[src/rtl/prog_bound_counter_pkg.sv]
// Shared encodings for the programmable-bound counter: end-of-range modes and FSM states.
// Pure declarations; no logic, latency or backpressure of its own.
package prog_bound_counter_pkg;

  localparam logic [1:0] MODE_WRAP    = 2'b00;
  localparam logic [1:0] MODE_SAT     = 2'b01;
  localparam logic [1:0] MODE_ONESHOT = 2'b10;

  typedef enum logic {
    ST_RUN  = 1'b0,
    ST_HALT = 1'b1
  } state_t;

endpackage

[src/rtl/prog_bound_counter_if.sv]
// Control/status bundle of the counter; the master drives configuration, the slave returns status.
// No handshake: the counter samples every input on each rising edge.
interface prog_bound_counter_if #(
  parameter int N      = 4,
  parameter int STEP_W = 2
);
  logic              syn_clr;
  logic              load;
  logic [N-1:0]      d;
  logic              en;
  logic              up;
  logic [STEP_W-1:0] step;
  logic [N-1:0]      lo;
  logic [N-1:0]      hi;
  logic [1:0]        mode;
  logic [N-1:0]      q;
  logic              max_tick;
  logic              min_tick;
  logic              bound_tick;
  logic              halted;
  logic              cfg_err;

  modport master (
    output syn_clr, load, d, en, up, step, lo, hi, mode,
    input  q, max_tick, min_tick, bound_tick, halted, cfg_err
  );

  modport slave (
    input  syn_clr, load, d, en, up, step, lo, hi, mode,
    output q, max_tick, min_tick, bound_tick, halted, cfg_err
  );
endinterface

[src/rtl/prog_bound_next.sv]
// Combinational next count and bound-event detection for one enabled step, up or down.
// Zero latency; no backpressure.
module prog_bound_next
  import prog_bound_counter_pkg::*;
#(
  parameter int N      = 4,
  parameter int STEP_W = 2
) (
  input  logic [N-1:0]      q_i,
  input  logic [STEP_W-1:0] step_i,
  input  logic [N-1:0]      lo_i,
  input  logic [N-1:0]      hi_i,
  input  logic              up_i,
  input  logic [1:0]        mode_i,
  output logic [N-1:0]      nxt_o,
  output logic              bound_evt_o
);

  logic [N:0]   step_ext;
  logic [N:0]   sum;
  logic [N-1:0] room_dn;
  logic         out_of_range;
  logic         wrap;

  assign step_ext     = {{(N + 1 - STEP_W){1'b0}}, step_i};
  assign sum          = {1'b0, q_i} + step_ext;
  assign room_dn      = q_i - lo_i;
  assign out_of_range = (q_i < lo_i) || (q_i > hi_i);
  assign wrap         = (mode_i == MODE_WRAP);

  always_comb begin
    nxt_o       = q_i;
    bound_evt_o = 1'b0;
    if (out_of_range) begin
      // Bounds moved under the count: snap to the edge we are heading away from.
      nxt_o = up_i ? lo_i : hi_i;
    end else if (up_i) begin
      if (sum > {1'b0, hi_i}) begin
        nxt_o       = wrap ? lo_i : hi_i;
        bound_evt_o = 1'b1;
      end else begin
        nxt_o = sum[N-1:0];
      end
    end else begin
      if (step_ext > {1'b0, room_dn}) begin
        nxt_o       = wrap ? hi_i : lo_i;
        bound_evt_o = 1'b1;
      end else begin
        nxt_o = q_i - step_ext[N-1:0];
      end
    end
  end

endmodule

[src/rtl/prog_bound_counter.sv]
// Up/down counter with runtime bounds [lo,hi], step and wrap/saturate/one-shot end mode.
// 1-cycle latency from any control input to q; no backpressure (inputs sampled every edge).
module prog_bound_counter
  import prog_bound_counter_pkg::*;
#(
  parameter int N      = 4,
  parameter int STEP_W = 2
) (
  input  logic                 clk,
  input  logic                 rst_n,
  prog_bound_counter_if.slave  bus
);

  logic [N-1:0] q_q, q_d;
  logic         tick_q, tick_d;
  state_t       st_q, st_d;
  logic [N-1:0] nxt;
  logic         bound_evt;
  logic [N-1:0] ld_min;
  logic [N-1:0] ld_val;
  logic         cfg_err;
  logic         count_ok;

  prog_bound_next #(.N(N), .STEP_W(STEP_W)) u_next (
    .q_i         (q_q),
    .step_i      (bus.step),
    .lo_i        (bus.lo),
    .hi_i        (bus.hi),
    .up_i        (bus.up),
    .mode_i      (bus.mode),
    .nxt_o       (nxt),
    .bound_evt_o (bound_evt)
  );

  assign cfg_err  = (bus.lo > bus.hi);
  assign ld_min   = (bus.d > bus.hi) ? bus.hi : bus.d;
  assign ld_val   = (ld_min < bus.lo) ? bus.lo : ld_min;
  assign count_ok = !cfg_err && !bus.syn_clr && !bus.load && bus.en && (st_q == ST_RUN);

  always_ff @(posedge clk or negedge rst_n) begin
    if (!rst_n) begin
      st_q   <= ST_RUN;
      q_q    <= '0;
      tick_q <= 1'b0;
    end else begin
      st_q   <= st_d;
      q_q    <= q_d;
      tick_q <= tick_d;
    end
  end

  always_comb begin
    st_d = st_q;
    if (!cfg_err) begin
      if (bus.syn_clr || bus.load) begin
        st_d = ST_RUN;
      end else if (count_ok && bound_evt && (bus.mode == MODE_ONESHOT)) begin
        st_d = ST_HALT;
      end
    end
  end

  // Datapath priority: bad config freezes everything, then clear, load, count.
  always_comb begin
    q_d    = q_q;
    tick_d = 1'b0;
    if (!cfg_err) begin
      if (bus.syn_clr) begin
        q_d = bus.lo;
      end else if (bus.load) begin
        q_d = ld_val;
      end else if (count_ok) begin
        q_d    = nxt;
        tick_d = bound_evt;
      end
    end
  end

  always_comb begin
    bus.halted = (st_q == ST_HALT);
  end

  assign bus.q          = q_q;
  assign bus.bound_tick = tick_q;
  assign bus.max_tick   = (q_q == bus.hi);
  assign bus.min_tick   = (q_q == bus.lo);
  assign bus.cfg_err    = cfg_err;

endmodule
[src/flat_wrapper.sv]
// flat-port wrapper written by rule: the top's interface ports become plain ports
module prog_bound_counter_flat import prog_bound_counter_pkg::*;
#(
  parameter int N      = 4,
  parameter int STEP_W = 2
)
  (clk, rst_n, bus_syn_clr, bus_load, bus_d, bus_en, bus_up, bus_step, bus_lo, bus_hi, bus_mode, bus_q, bus_max_tick, bus_min_tick, bus_bound_tick, bus_halted, bus_cfg_err);
  prog_bound_counter_if #(.N(N), .STEP_W(STEP_W)) bus_i ();
  input  logic clk;
  input  logic rst_n;
  input wire logic [$bits(bus_i.syn_clr)-1:0] bus_syn_clr;
  input wire logic [$bits(bus_i.load)-1:0] bus_load;
  input wire logic [$bits(bus_i.d)-1:0] bus_d;
  input wire logic [$bits(bus_i.en)-1:0] bus_en;
  input wire logic [$bits(bus_i.up)-1:0] bus_up;
  input wire logic [$bits(bus_i.step)-1:0] bus_step;
  input wire logic [$bits(bus_i.lo)-1:0] bus_lo;
  input wire logic [$bits(bus_i.hi)-1:0] bus_hi;
  input wire logic [$bits(bus_i.mode)-1:0] bus_mode;
  output wire logic [$bits(bus_i.q)-1:0] bus_q;
  output wire logic [$bits(bus_i.max_tick)-1:0] bus_max_tick;
  output wire logic [$bits(bus_i.min_tick)-1:0] bus_min_tick;
  output wire logic [$bits(bus_i.bound_tick)-1:0] bus_bound_tick;
  output wire logic [$bits(bus_i.halted)-1:0] bus_halted;
  output wire logic [$bits(bus_i.cfg_err)-1:0] bus_cfg_err;
  assign bus_i.syn_clr = bus_syn_clr;
  assign bus_i.load = bus_load;
  assign bus_i.d = bus_d;
  assign bus_i.en = bus_en;
  assign bus_i.up = bus_up;
  assign bus_i.step = bus_step;
  assign bus_i.lo = bus_lo;
  assign bus_i.hi = bus_hi;
  assign bus_i.mode = bus_mode;
  assign bus_q = bus_i.q;
  assign bus_max_tick = bus_i.max_tick;
  assign bus_min_tick = bus_i.min_tick;
  assign bus_bound_tick = bus_i.bound_tick;
  assign bus_halted = bus_i.halted;
  assign bus_cfg_err = bus_i.cfg_err;
  prog_bound_counter #(.N(N), .STEP_W(STEP_W)) u_core (.clk(clk), .rst_n(rst_n), .bus(bus_i));
endmodule
[config.mk]
export PLATFORM = sky130hd
export DESIGN_NAME = prog_bound_counter_flat
export DESIGN_NICKNAME = d
export VERILOG_FILES = /design/src/rtl/prog_bound_counter_pkg.sv /design/src/rtl/prog_bound_counter_if.sv /design/src/rtl/prog_bound_next.sv /design/src/rtl/prog_bound_counter.sv /design/src/flat_wrapper.sv
export SDC_FILE = /design/constraint.sdc
export NUM_CORES = 1
export LEC_CHECK = 0
export ABC_CLOCK_PERIOD_IN_PS = 3000
export CAP_MARGIN = 20
export CORE_MARGIN = 2
export CORE_UTILIZATION = 30
export DETAILED_ROUTE_END_ITERATION = 16
export PLACE_DENSITY = 0.57
export SLEW_MARGIN = 30
export SYNTH_ARGS = -nofsm -noshare
export SYNTH_HDL_FRONTEND = slang
export SYNTH_SLANG_ARGS = --single-unit
[constraint.sdc]
create_clock -name clk -period 3 [get_ports clk]
set_input_delay 0.6 -clock clk [delete_from_list [all_inputs] [get_ports clk]]
set_output_delay 0.6 -clock clk [all_outputs]
set_load 0.01 [all_outputs]
Word-level counts from Yosys, hierarchy flattened
Index checks and enable logic that the tools add are counted.

Multipliers: 0. Add/sub/neg operators: 3. Shift-type cells: 0. Bitwise operators: 2. Divide/modulo/power cells: 0. Order comparisons: 7. Muxes and demuxes: 22. Equality and inequality tests: 3. Reduce and logical (&&, ||, !) cells: 16.

Operators with widths (number): 2-to-1 mux 4 bit (12); greater-than comparator 4 bit (3); 2-to-1 mux 1 bit (10); equality test 4 bit (2); < comparator 4 bit (2); logical AND 1 bit (6); adder 4 x 2 -> 5 bit (1); greater-than comparator 5 x 4 -> 1 bit (1); greater-than comparator 2 x 4 -> 1 bit (1); AND reduction 2 bit (2); subtractor 4 x 2 -> 4 bit (1); subtractor 4 bit (1); logical NOT 1 bit (3); nonzero test 3 bit (1); equality test 2 bit, second input constant (1); logical NOT 2 bit (1); logical OR 1 bit (2); inverter 1 bit (2); nonzero test 2 bit (1).

Word-level logic and storage cells: 56. Bits in latches: 0. Memories: 0. Register bits after elaboration: 6. Output and inout port bits: 9. RAM bits: 0. Bits in read-only memories: 0.

Depth between registers and ports, before layout
Word-level depth: 10. Mapped depth: 12. Mapped depth without buffers: 12.

Modules after synthesis
Synthesis repeated with hierarchy kept, for this count alone.

Cells, all modules: 203. Area, all modules: 1689.1 sq um.

Modules (own cells, without submodules): prog_bound_counter (sequential area each 150.1 sq um, instances 1, cells an instance 93, area each 854.6 sq um); prog_bound_next (sequential area each 0.0 sq um, instances 1, cells an instance 110, area each 834.6 sq um).

Worst setup path after synthesis
OpenSTA, ideal clock, no wires.

Kind: input -> register. Start: input bus_hi[2]. End: register u_core.q_q[1] (netlist: u_core.bus.q[1]). Data required time: 2851 ps. Arrival: 3328 ps. Path slack: -477 ps. Path buffers: 0. Stages on the path: 12. Path through: inv_1 > ha_1 > or3_1 > o221ai_2 > mux2_2 > ha_1 > a211oi_1 > nand3_1 > mux2_2 > and2_1 > o211ai_1 > a311oi_2.

Cells in the longest elaborated chain, start to end: 8. Elaborated cells on any way between the ends: 22. Classes of those cells: 5 x order compare; 8 x mux; 1 x bitwise; 8 x reduce/logical.

Ends and longest elaborated chain: start: declaration (line flat_wrapper.sv:18) `input wire logic [$bits(bus_i.hi)-1:0] bus_hi;`; branches (longest 8 deep; another with greater-than comparator 4 bit); end signal: assignment (line prog_bound_counter.sv:47) `q_q <= q_d;`; end: declaration (line prog_bound_counter.sv:14) `logic [N-1:0] q_q, q_d;`.

Several ways; the timed one is not identified. The select of a mux whose other input is x is not followed. A chain may end at the register's enable or synchronous reset.

Final worst setup path
Ends and elaborated chain as after synthesis.

==> metrics.md <==
| Metric | Value |
|---|---|
| Status | `complete, but fails checks` |
| Violations in the final reports | `negative setup slack` |
| Synthesized net count | `254` |
| Hold buffer count at CTS | `0` |
| Cell area power density | `539.3 mW/mm²` |
| Number of nets in the final layout | `363` |
| 1st-pass router iterations | `4` |
| Largest voltage drop on the vdd net | `0.2067 mV` |
| Depth of the most critical reg-to-reg path | `13` |
| Number of antenna violations at the first check in global routing | `0` |
| Area of the core | `0.005172 mm²` |
| First-pass GRT wire length | `10200 µm` |
| Horiz. Die Dim | `77.66 µm` |
| Worst slack at placement | `-862.6 ps` |
| Count of standard-cell rows | `26` |
| Total gr overflow | `0` |
| Kind of path behind the tightest hold check | `reg2reg` |
| Maximum number of pins on one net before global-route repair | `14` |
| CTS clk-pin slew, worst paths | `40 ps` |
| I/O Buffers | `30` |
| Clock tree from TritonCTS | `built` |
| Vias after detailed routing | `2029` |
| Internal reg-to-reg setup slack | `-120 ps` |
| Count of filler cells inserted in the layout | `464` |
| Antenna cells | `0` |
| Layout Area Growth over Synthesis | `76.25%` |
| Least setup slack across all paths after layout | `-222.5 ps` |
| Worst Clk Skew | `3.751 ps` |
| Via count of the first global-routing pass | `2144` |
| Maximum count of clock buffers along a single path | `2` |
| Die Y | `77.66 µm` |
| Post-route fraction of the period consumed by the critical path | `1.074` |
| Count of flip-flops with a built-in enable after synthesis | `0` |
| Area enclosed by the die boundary | `0.006031 mm²` |
| Proportion of synthesized chip area in sequential cells | `0.09224` |
| Kind of critical path | `in2reg` |
| Starting Density | `0.3147` |
| Leading register cell type out of synthesis | `sky130_fd_sc_hd__dfrtp_1` |
| Setup violation total in the final timing report | `5` |
| # Max-Cap Violations | `0` |
| GRT Util Overall | `0.2119` |
| Startpoint kind of the worst setup timing path | `primary input` |
| Worst hold path startpoint | `u_core.bus.halted` |
| CTS H-Tree Depth | `1` |
| Highest clock frequency the design can meet | `0.3103 GHz` |
| Slew headroom | `0.6719` |
| Sinks on the clock net | `6` |
| Synth unique cells | `54` |
| Share of post-route cells with drive strength above 1 | `0.4463` |
| Capture endpoint of the worst hold path | `u_core.bus.halted` |
| Synthesized instance count | `200` |
| Clock root buffer | `sky130_fd_sc_hd__clkbuf_8` |
| Per-cell routed wire length | `16.33 µm` |
| DPL Wire Length | `4629 µm` |
| Type of element capturing the critical path | `register` |
| Final Hold Slack | `550.2 ps` |
| Arrival @ worst endpoint | `3310 ps` |
| Setup repair after global routing missed its margin | `true` |
| Min Tclk post-route | `3223 ps` |
| Final weighted congestion of routability-driven global placement | `0.8659` |
| Crit path max fanout | `3` |
| Initial detailed-routing violation count | `102` |
| Hold violation count in the final report | `0` |
| Number of top-level design ports | `31` |
| Data required time at the worst endpoint | `3090 ps` |
| Reg2reg start | `u_core.bus.q[0]` |
| Final core area utilization | `0.5547` |
| Total wire length | `6158 µm` |
| Total number of yosys warnings | `0` |
| Post-route DRC | `0` |
| Worst reg2reg path endpoint | `u_core.bus.q[1]` |
| Register bit total from synthesis | `6` |
| Per-instance average area after synthesis | `8.139 µm²` |
| Actual slew at the worst max-slew pin | `490.6 ps` |
| Synth async-reset ratio | `1.000` |
| Total Neg Setup Slack | `-570.9 ps` |
| Leakage power | `1.297 nW` |
| Netlist area before placement | `0.001628 mm²` |
| Number of instances on the worst hold path | `1` |
| Vias per cell | `5.382` |
| CTS Buf Count | `3` |
| Clock latency at the later pin of the worst-skew pair | `230 ps` |
| Post-route antenna net violation count | `0` |
| Final Max Slew Viols | `0` |
## cell families after synthesis
kind of cell / count (synthesis) / share of synthesized area
xor+xnor: 5 / 0.02690
fa+ha+maj: 32 / 0.2598
compound gates: 58 / 0.2767
simple gates: 64 / 0.2152
flops: 6 / 0.09223
buf+inv: 24 / 0.05611
mux: 11 / 0.07302
## power breakdown
group	switching, mW	internal, mW
clock network	0.0377	0.0864
registers	0.0308	0.0954
logic	0.564	0.733
## worst max-delay path: stages
cell and delay (ps):
sky130_fd_sc_hd__buf_8 80, sky130_fd_sc_hd__clkinvlp_4 90, sky130_fd_sc_hd__ha_4 160, sky130_fd_sc_hd__or3_4 390, sky130_fd_sc_hd__o221ai_4 210, sky130_fd_sc_hd__buf_6 140, sky130_fd_sc_hd__mux2_4 320, sky130_fd_sc_hd__ha_4 180
sky130_fd_sc_hd__a211oi_4 230, sky130_fd_sc_hd__nand3b_1 100, sky130_fd_sc_hd__mux2_4 280, sky130_fd_sc_hd__and2_4 160, sky130_fd_sc_hd__o211ai_1 240, sky130_fd_sc_hd__a311oi_2 130
## state kept, by name (all words and copies together) (netlist names)
register	flops
u_core.bus.q	4
u_core.bus.bound_tick	1
u_core.bus.halted	1
## layout make-up
type,count,area [µm²],share of cell area
multi-input cells,170,1638,0.5709
repair buffers,107,869.6,0.3031
flip-flops and latches,6,150.1,0.05233
inverters,21,82.58,0.02878
clock buffers,3,41.29,0.01439
well taps,70,87.58,0.03053
## synthesized netlist by cell type, types with 2 or more instances
master | count | area, µm²
sky130_fd_sc_hd__ha_1 | 29 | 362.9
sky130_fd_sc_hd__inv_1 | 21 | 78.83
sky130_fd_sc_hd__nor2_1 | 13 | 48.80
sky130_fd_sc_hd__nand2_1 | 8 | 30.03
sky130_fd_sc_hd__a211oi_1 | 7 | 52.55
sky130_fd_sc_hd__mux2_2 | 7 | 78.83
sky130_fd_sc_hd__nor2b_1 | 7 | 43.79
sky130_fd_sc_hd__a21oi_1 | 6 | 30.03
sky130_fd_sc_hd__dfrtp_1 | 6 | 150.1
sky130_fd_sc_hd__nor3_1 | 6 | 30.03
sky130_fd_sc_hd__o211ai_1 | 6 | 45.04
sky130_fd_sc_hd__o21ai_0 | 6 | 30.03
sky130_fd_sc_hd__nand2b_1 | 5 | 31.28
sky130_fd_sc_hd__o21a_1 | 5 | 37.54
sky130_fd_sc_hd__and3_1 | 4 | 25.02
sky130_fd_sc_hd__mux2i_1 | 4 | 40.04
sky130_fd_sc_hd__nand3b_1 | 4 | 30.03
sky130_fd_sc_hd__nand4_1 | 4 | 25.02
sky130_fd_sc_hd__xnor2_1 | 4 | 35.03
sky130_fd_sc_hd__a311o_1 | 3 | 30.03
sky130_fd_sc_hd__a31oi_1 | 3 | 18.77
sky130_fd_sc_hd__fa_1 | 3 | 60.06
sky130_fd_sc_hd__nand3_1 | 3 | 15.01
sky130_fd_sc_hd__and2_1 | 2 | 12.51
sky130_fd_sc_hd__clkbuf_1 | 2 | 7.510
sky130_fd_sc_hd__nor4_1 | 2 | 12.51
sky130_fd_sc_hd__o32ai_1 | 2 | 17.52
sky130_fd_sc_hd__or3_1 | 2 | 12.51
## layer usage
layer | share of wire | vias to the layer above | global-route usage | wire length, µm
met5 | 0 | - | 0 | 0
met1 | 0.45 | 952 | 0.2525 | 2759
met2 | 0.47 | 72 | 0.3655 | 2893
li1 | - | 979 | - | -
met4 | 0.036 | 0 | 0.1000 | 221
met3 | 0.046 | 26 | 0.03837 | 284
## stage by stage
step / std cells / cell area (µm²) / power (mW)
2_1_floorplan: 200 / 1709 / 0.6371
3_3_place_gp: 350 / 2495 / 1.061
3_5_place_dp: 350 / 2495 / 1.074
4_1_cts: 377 / 2843 / 1.480
5_1_grt: 377 / 2869 / 1.651
6_report: 377 / 2869 / 1.547
## placed cells by master (no fill, tap or decap), types with 2 or more instances in the layout
master,instances
sky130_fd_sc_hd__a211oi_1,6
sky130_fd_sc_hd__a21oi_1,6
sky130_fd_sc_hd__a311o_1,3
sky130_fd_sc_hd__a311oi_2,2
sky130_fd_sc_hd__a31oi_2,2
sky130_fd_sc_hd__and3_1,3
sky130_fd_sc_hd__buf_2,7
sky130_fd_sc_hd__buf_4,73
sky130_fd_sc_hd__buf_6,3
sky130_fd_sc_hd__clkbuf_8,3
sky130_fd_sc_hd__clkdlybuf4s50_1,17
sky130_fd_sc_hd__dfrtp_1,6
sky130_fd_sc_hd__dlygate4sd2_1,3
sky130_fd_sc_hd__fa_1,2
sky130_fd_sc_hd__ha_1,21
sky130_fd_sc_hd__ha_2,2
sky130_fd_sc_hd__ha_4,6
sky130_fd_sc_hd__inv_1,17
sky130_fd_sc_hd__inv_2,3
sky130_fd_sc_hd__mux2_2,2
sky130_fd_sc_hd__mux2_4,5
sky130_fd_sc_hd__mux2i_1,4
sky130_fd_sc_hd__nand2_1,8
sky130_fd_sc_hd__nand2b_1,5
sky130_fd_sc_hd__nand3_1,3
sky130_fd_sc_hd__nand3b_1,4
sky130_fd_sc_hd__nand4_1,4
sky130_fd_sc_hd__nor2_1,13
sky130_fd_sc_hd__nor2b_1,4
sky130_fd_sc_hd__nor2b_2,3
sky130_fd_sc_hd__nor3_1,6
sky130_fd_sc_hd__o211ai_1,6
sky130_fd_sc_hd__o21a_1,5
sky130_fd_sc_hd__o21ai_0,4
sky130_fd_sc_hd__o21ai_2,3
sky130_fd_sc_hd__xnor2_1,3
## worst max path at each step
stage / start / end / slack, ps / cells past startpoint
5_1_grt: bus_hi[2] / u_core.bus.q[1] / -340 / 14
4_1_cts: bus_hi[2] / u_core.bus.q[1] / -180 / 13
6_report: bus_hi[2] / u_core.bus.q[1] / -220 / 14
3_3_place_gp: bus_hi[2] / u_core.bus.q[1] / -790 / 13
2_1_floorplan: bus_hi[3] / u_core.bus.q[1] / -230 / 12
3_5_place_dp: bus_hi[2] / u_core.bus.q[1] / -860 / 13
## what timing repair did
item                                    4_1_cts  5_1_grt
endpoints found under the setup margin        9        6
pin swaps                                    36       10
setup buffers                                24        0
resized for setup                            75        5
Power figures use the tool's default switching activity.
